<file path="config.mk">
export PLATFORM = sky130hd
export DESIGN_NAME = mole_hit_judge
export DESIGN_NICKNAME = d
export VERILOG_FILES = /design/src/rtl/whack_pkg.sv /design/src/rtl/mole_life_timer.sv /design/src/rtl/mole_hit_judge.sv
export SDC_FILE = /design/constraint.sdc
export NUM_CORES = 1
export LEC_CHECK = 0
export CAP_MARGIN = 20
export CORE_MARGIN = 2
export CORE_UTILIZATION = 35
export CTS_CLUSTER_SIZE = 14
export DETAILED_ROUTE_END_ITERATION = 10
export GPL_TIMING_DRIVEN = 0
export PLACE_DENSITY = 0.54
export SETUP_SLACK_MARGIN = 0.15
export SYNTH_ARGS = -nofsm -noshare
export SYNTH_HDL_FRONTEND = slang
export SYNTH_HIERARCHICAL = 1
export SYNTH_SLANG_ARGS = --single-unit
</file>
<file path="constraint.sdc">
create_clock -name clk -period 2.6 [get_ports clk]
set_clock_uncertainty 0.05 [all_clocks]
set_input_delay 0.26 -clock clk [delete_from_list [all_inputs] [get_ports clk]]
set_output_delay 0.26 -clock clk [all_outputs]
set_load 0.01 [all_outputs]
</file>
<file path="src/rtl/whack_pkg.sv">
// Shared definitions for the whack-a-mole judging path and the combo counter.
// Latency: n/a (types and constants only).
// Backpressure: n/a.
//
// Holds the default geometry of the playfield and the encoding of a judge
// result. The combo counter and its bench decode the same encoding.
package whack_pkg;

  localparam int NUM_HOLES_DEF = 9;
  localparam int LIFE_W_DEF    = 26;
  localparam int IDX_W_DEF     = 4;

  // One judge verdict per cycle; the three pulse outputs are a one-hot
  // decode of this value, so they can never overlap.
  typedef enum logic [1:0] {
    RES_NONE = 2'd0,
    RES_MISS = 2'd1,
    RES_HIT  = 2'd2,
    RES_FULL = 2'd3
  } judge_res_e;

endpackage

</file>
<file path="src/rtl/mole_life_timer.sv">
// Lifetime countdown for a single hole.
// Latency: load/clear take effect at the next clk edge; expire is combinational from the count.
// Backpressure: none; clear beats load, load beats decrement.
//
// Ports:
//   clk, reset   system clock, synchronous active-low reset
//   clear        drop the count to 0 (hole hit or round not running)
//   load         start a new lifetime for this hole
//   life         requested lifetime in cycles; 0 is treated as 1
//   expire       high during the last live cycle (count == 1)
module mole_life_timer
  import whack_pkg::*;
#(
  parameter int LIFE_W = LIFE_W_DEF
) (
  input  logic              clk,
  input  logic              reset,
  input  logic              clear,
  input  logic              load,
  input  logic [LIFE_W-1:0] life,
  output logic              expire
);

  logic [LIFE_W-1:0] cnt;

  always_ff @(posedge clk) begin
    if (!reset) begin
      cnt <= '0;
    end else if (clear) begin
      cnt <= '0;
    end else if (load) begin
      // A zero lifetime would leave the mole set with no counter to expire it.
      cnt <= (life == '0) ? LIFE_W'(1) : life;
    end else if (cnt != '0) begin
      cnt <= cnt - LIFE_W'(1);
    end
  end

  // The count stepping 1 -> 0 is the cycle the owning mask bit must drop.
  assign expire = (cnt == LIFE_W'(1));

endmodule

</file>
<file path="src/rtl/mole_hit_judge.sv">
// Judges hole-button presses against the active-mole mask and ages each mole.
// Latency: a btn rise sampled at edge k shows on the pulse outputs after edge k+3.
// Backpressure: none; pulses are single-cycle and the combo counter must take every one.
//
// Ports:
//   clk                 system clock
//   reset               synchronous active-low reset, wins over every other event
//   game_active         round running; low clears mask/timers and mutes judging
//   btn                 debounced hole buttons, asynchronous to clk
//   spawn_valid/idx     one-cycle request to raise the mole at hole idx
//   mole_life           lifetime in cycles for the spawned mole
//   mole_mask           registered active-mole mask
//   miss                press on an empty hole (or expiry, see below)
//   non_full_clear_hit  hit that leaves moles standing
//   full_clear_hit      hit that leaves the board empty
//
// Build option EXPIRE_MISS_EN: an expiring mole also counts as a miss. If the
// judge already emits a pulse that cycle, the miss is parked in a 1-bit flag
// and emitted on the next pulse-free cycle.
module mole_hit_judge
  import whack_pkg::*;
#(
  parameter int NUM_HOLES = NUM_HOLES_DEF,
  parameter int LIFE_W    = LIFE_W_DEF,
  parameter int IDX_W     = IDX_W_DEF
) (
  input  logic                 clk,
  input  logic                 reset,
  input  logic                 game_active,
  input  logic [NUM_HOLES-1:0] btn,
  input  logic                 spawn_valid,
  input  logic [IDX_W-1:0]     spawn_idx,
  input  logic [LIFE_W-1:0]    mole_life,
  output logic [NUM_HOLES-1:0] mole_mask,
  output logic                 miss,
  output logic                 non_full_clear_hit,
  output logic                 full_clear_hit
);

  // ---------------------------------------------------------------------
  // Button input path: 2-FF synchroniser, edge detector, registered press.
  // These keep tracking btn while the round is idle so a button held across
  // the start of a round is already "old" and does not fire.
  // ---------------------------------------------------------------------
  logic [NUM_HOLES-1:0] btn_s1;
  logic [NUM_HOLES-1:0] btn_s2;
  logic [NUM_HOLES-1:0] btn_s3;
  logic [NUM_HOLES-1:0] press;

  always_ff @(posedge clk) begin
    if (!reset) begin
      btn_s1 <= '0;
      btn_s2 <= '0;
      btn_s3 <= '0;
      press  <= '0;
    end else begin
      btn_s1 <= btn;
      btn_s2 <= btn_s1;
      btn_s3 <= btn_s2;
      press  <= btn_s2 & ~btn_s3;
    end
  end

  // ---------------------------------------------------------------------
  // Spawn decode. Indices at or beyond NUM_HOLES match no hole and vanish.
  // ---------------------------------------------------------------------
  logic [NUM_HOLES-1:0] spawn_sel;

  always_comb begin
    spawn_sel = '0;
    for (int i = 0; i < NUM_HOLES; i++) begin
      spawn_sel[i] = spawn_valid && (32'(spawn_idx) == i);
    end
  end

  // ---------------------------------------------------------------------
  // Judge.
  // ---------------------------------------------------------------------
  logic [NUM_HOLES-1:0] expired;
  logic [NUM_HOLES-1:0] hit_set;
  logic [NUM_HOLES-1:0] miss_set;
  logic [NUM_HOLES-1:0] hit_clr;
  logic [NUM_HOLES-1:0] spawn_load;
  logic [NUM_HOLES-1:0] timer_clr;
  logic [NUM_HOLES-1:0] mask_next;
  judge_res_e           judge_res;
  judge_res_e           out_res;

  always_comb begin
    hit_set    = press & mole_mask;
    miss_set   = press & ~mole_mask;
    hit_clr    = '0;
    judge_res  = RES_NONE;
    mask_next  = '0;
    spawn_load = '0;

    if (game_active) begin
      if (miss_set != '0) begin
        // A stray press voids the whole cycle: no mole is cleared even if
        // another button in the same cycle landed on one.
        judge_res = RES_MISS;
      end else if (hit_set != '0) begin
        hit_clr = hit_set;
        // Full-clear is decided before spawns land, so a mole raised this
        // cycle cannot downgrade a full clear.
        judge_res = ((mole_mask & ~hit_set & ~expired) == '0) ? RES_FULL : RES_HIT;
      end

      // A hole hit this cycle swallows a same-cycle spawn onto it. A spawn on
      // a hole that is merely expiring keeps the bit and reloads the timer.
      spawn_load = spawn_sel & ~hit_clr;
      mask_next  = (mole_mask & ~hit_clr & ~expired) | spawn_load;
    end
  end

  assign timer_clr = {NUM_HOLES{~game_active}} | hit_clr;

  // ---------------------------------------------------------------------
  // Per-hole lifetime timers.
  // ---------------------------------------------------------------------
  for (genvar g = 0; g < NUM_HOLES; g++) begin : g_timer
    mole_life_timer #(
      .LIFE_W (LIFE_W)
    ) u_timer (
      .clk    (clk),
      .reset  (reset),
      .clear  (timer_clr[g]),
      .load   (spawn_load[g]),
      .life   (mole_life),
      .expire (expired[g])
    );
  end

  // ---------------------------------------------------------------------
  // Optional expiry-as-miss with a saturating pending flag.
  // ---------------------------------------------------------------------
`ifdef EXPIRE_MISS_EN
  logic miss_pend;
  logic miss_pend_next;

  always_comb begin
    out_res        = judge_res;
    miss_pend_next = miss_pend;
    if (!game_active) begin
      miss_pend_next = 1'b0;
    end else if (judge_res == RES_NONE) begin
      // Free slot: drain the parked request and any fresh expiry together.
      if (miss_pend || (expired != '0)) begin
        out_res = RES_MISS;
      end
      miss_pend_next = 1'b0;
    end else if (expired != '0) begin
      miss_pend_next = 1'b1;
    end
  end

  always_ff @(posedge clk) begin
    if (!reset) begin
      miss_pend <= 1'b0;
    end else begin
      miss_pend <= miss_pend_next;
    end
  end
`else
  assign out_res = judge_res;
`endif

  // ---------------------------------------------------------------------
  // Registered outputs.
  // ---------------------------------------------------------------------
  always_ff @(posedge clk) begin
    if (!reset) begin
      mole_mask          <= '0;
      miss               <= 1'b0;
      non_full_clear_hit <= 1'b0;
      full_clear_hit     <= 1'b0;
    end else begin
      mole_mask          <= mask_next;
      miss               <= (out_res == RES_MISS);
      non_full_clear_hit <= (out_res == RES_HIT);
      full_clear_hit     <= (out_res == RES_FULL);
    end
  end

endmodule
</file>
==> summary.txt <==
Yosys
  • Synthesized area: 16500 µm²
  • FFs w/ async S/R, synth: 0%
  • Synth Flop Type: dfxtp_1
  • Syn nets: 2076
  • Synth Register Bits: approximately 280
  • Yosys top cell area share: 34.2%
  • Synth area leaders: dfxtp_1 (34%), a21oi_1 (4.2%), nor4_1 (3.8%)
  • Leading area contributor after synthesis: dfxtp_1
  • Cell count after synthesis: 2015
  • YS warnings: 6
  • Unique masters post-synth: 66
  • Number of synthesized flops with an enable pin: 0
  • Register area share after synthesis: 34.2%
  • Avg Cell Area, Syn: 8.19 µm²

Timing
  • Final worst path period share: 109%
  • Highest Clock Rate: 353 MHz
  • Post-layout minimum cycle time: 2.83 ns
  • Final worst slack: -0.232 ns
  • Endpoints failing setup: a little under 200
  • Final TNS setup: -24.52 ns
  • Worst slew pin tran: between 1 and 1.5 ns
  • RSZ-0062 raised after global routing: yes
  • Max Slew Vio Count: 0
  • Relative slew slack: around 17%
  • Final hold violation count: 0

GRT
  • Largest net degree at the start of global routing: 25
  • Grt ovf: 0
  • Vias in the first global route: between 15000 and 20000
  • Initial antenna violation count: 4
  • GRT Total Usage: 25.3%
  • First-pass GRT wire length: approximately 98000 µm

Worst setup path
  • Startpoint Class: register
  • Setup crit end kind: register
  • Max Fanout on Critical Path: 6
  • CP required: between 2 and 3 ns
  • Worst-path cell chain: inv_2, a222oi_1, and3_1, buf_6, buf_12, a311oi_2, buf_4, or3_4, or3_4, buf_12, a21oi_2, a311oi_1
  • Setup CP Type: register to register
  • Arrival @ worst endpoint: around 3.2 ns
  • Reg2Reg Setup Slack: -0.23 ns
  • CP max stage cell: or3_4
  • Max incr delay on CP: 0.43 ns

Floorplan
  • Die area: 48900 µm²
  • # rows: 79
  • Core area: 46600 µm²
  • Chip Height: 221 µm
  • Die Width: between 200 and 250 µm
  • Starting Density: a little over a third
  • I/O Pins: 55

Outcome
  • Outcome: finished, violations left
  • Violated checks: negative setup slack

Final layout
  • Proportion of layout cells with a drive suffix above 1: 30.0%
  • Area grow syn2layout: 36.6%
  • Layout Nets: 2308
  • Most frequent cells in the layout: dfxtp_1 (260), nor2_1 (137), nand2_1 (126)
  • Commonest non-fill, non-tap cell in the layout: dfxtp_1
  • Fill cells: 4328
  • Fin cells: 2874
  • Post-layout util: 48.4%

Placed design
  • Placed cells: roughly 2700
  • IO Port Bufs: 53
  • Final HPWL DP: 38900 µm
  • GPL Wtd Cong: 0.865

CTS
  • Reg clk slew, reported paths: 0.06 ns
  • Maximum root-to-sink buffer count: 3
  • Clock root buffer: clkbuf_16
  • Skew-Pair Late Insertion Delay: 0.55 ns
  • Clock sink count: 282
  • CTS tree: done
  • TritonCTS buffer count: 36
  • H-tree lvl count: 2

Drt
  • Drt initial violations: between 1500 and 2000
  • DRC: 0
  • Drt first pass iters: 5
  • Routed vias/inst: 6.07
  • Drt total wl: 65200 µm
  • Antenna Nets Post-Route: 0
  • Vias: about 17000
  • WL per Instance: 22.7 µm

Worst hold path
  • Hold Crit Class: input port to register

Flow run
  • Max Cap Viol: 0
==> worst max-delay path: cells and delay by family, from the launching register on <==
family                 cells  cell delay [ns]
AO/OA/AOI/OAI              4             0.64
buffers and inverters      5             0.64
AND/OR/NAND/NOR            3             1.00
flip-flops                 1             0.35
==> state kept, by name, summed over array words and instances, names as in the netlist <==
register and cells:
miss 1, g_timer.u_timer/cnt 234, full_clear_hit 1, btn_s1 9, btn_s3 9, press 9, mole_mask 9, non_full_clear_hit 1
btn_s2 9
==> through the flow <==
step | setup WS [ns] | instance area (µm²) | hold slack, ns
final | -0.232 | 22500 | 0.121
after global routing | -0.335 | 22500 | 0.166
after floorplan | -0.0449 | 16900 | 0.310
after detailed placement | -0.849 | 18400 | 0.317
after CTS | -0.213 | 21200 | 0.0912
after global placement | -0.860 | 18200 | 0.318
==> final timing paths <==
path / cells after the start / end / from
max reg2reg: 12 / g_timer[7].u_timer/cnt[3]$_SDFFE_PP0P_ / mole_mask[6]$_SDFF_PN0_
min: 3 / mole_mask[6]$_SDFF_PN0_ / spawn_idx[2]
min reg2reg: 1 / press[6]$_SDFF_PN0_ / btn_s3[6]$_SDFF_PN0_
max: 12 / g_timer[7].u_timer/cnt[3]$_SDFFE_PP0P_ / mole_mask[6]$_SDFF_PN0_
==> routing by layer <==
layer  wire (µm)  GRT usage [%]  share of wire (%)
met5           0              0                  0
met4        2370           9.70                3.6
met3        4940           4.08                7.6
met2       29400           40.0                 45
met1       28500           34.6                 44
==> kinds of logic (layout without fill, tap and decap cells) <==
| family | count (synthesis) | after routing | share of synthesized area (%) |
|---|---|---|---|
| and+or+nand+nor | 942 | 947 | 34.2 |
| AOI/OAI and AO/OA | 513 | 513 | 19.9 |
| DFF | 282 | 282 | 34.2 |
| buffers and inverters | 134 | 379 | 3.54 |
| xor gates and xnor gates | 107 | 107 | 5.68 |
| muxes | 19 | 19 | 1.15 |
| adders and majority gates | 18 | 18 | 1.37 |
| other | 0 | 2 | 0 |
==> synthesized netlist by cell type (29+ instances only) <==
library cell,number
clkbuf_1,72
a21oi_1,137
nand2b_1,34
dfxtp_1,282
or3_1,42
nor2_1,165
a31oi_1,40
nor3_1,94
and2_1,47
nand3_1,67
inv_1,37
o21ai_0,101
xnor2_1,57
nor2b_1,45
nand2_1,148
xor2_1,50
nor4_1,101
o21ai_1,40
a211oi_1,29
==> layout make-up <==
cell class | count | area, µm² | share of cell area, %
antenna | 2 | 5.00 | 0.0222
timing repair buffer | 189 | 2040 | 9.04
inverter | 42 | 190 | 0.844
clock inverter | 4 | 20.0 | 0.0889
buffer | 92 | 858 | 3.81
multi-input combinational | 1604 | 11900 | 52.7
tap | 607 | 759 | 3.37
clock buffer | 52 | 1070 | 4.76
sequential | 282 | 5700 | 25.3
==> what timing repair did <==
item / 4_1_cts / 5_1_grt
endpoints found under the setup margin: 236 / 236
cloned: 11 / 10
buffers inserted: 84 / 26
hold buffers: 0 / 0
pin swaps: 76 / 88
gates resized for setup: 266 / 292
Power is not shown: default switching activity piles up to over one toggle a cycle in this logic, so the estimate is an artifact.
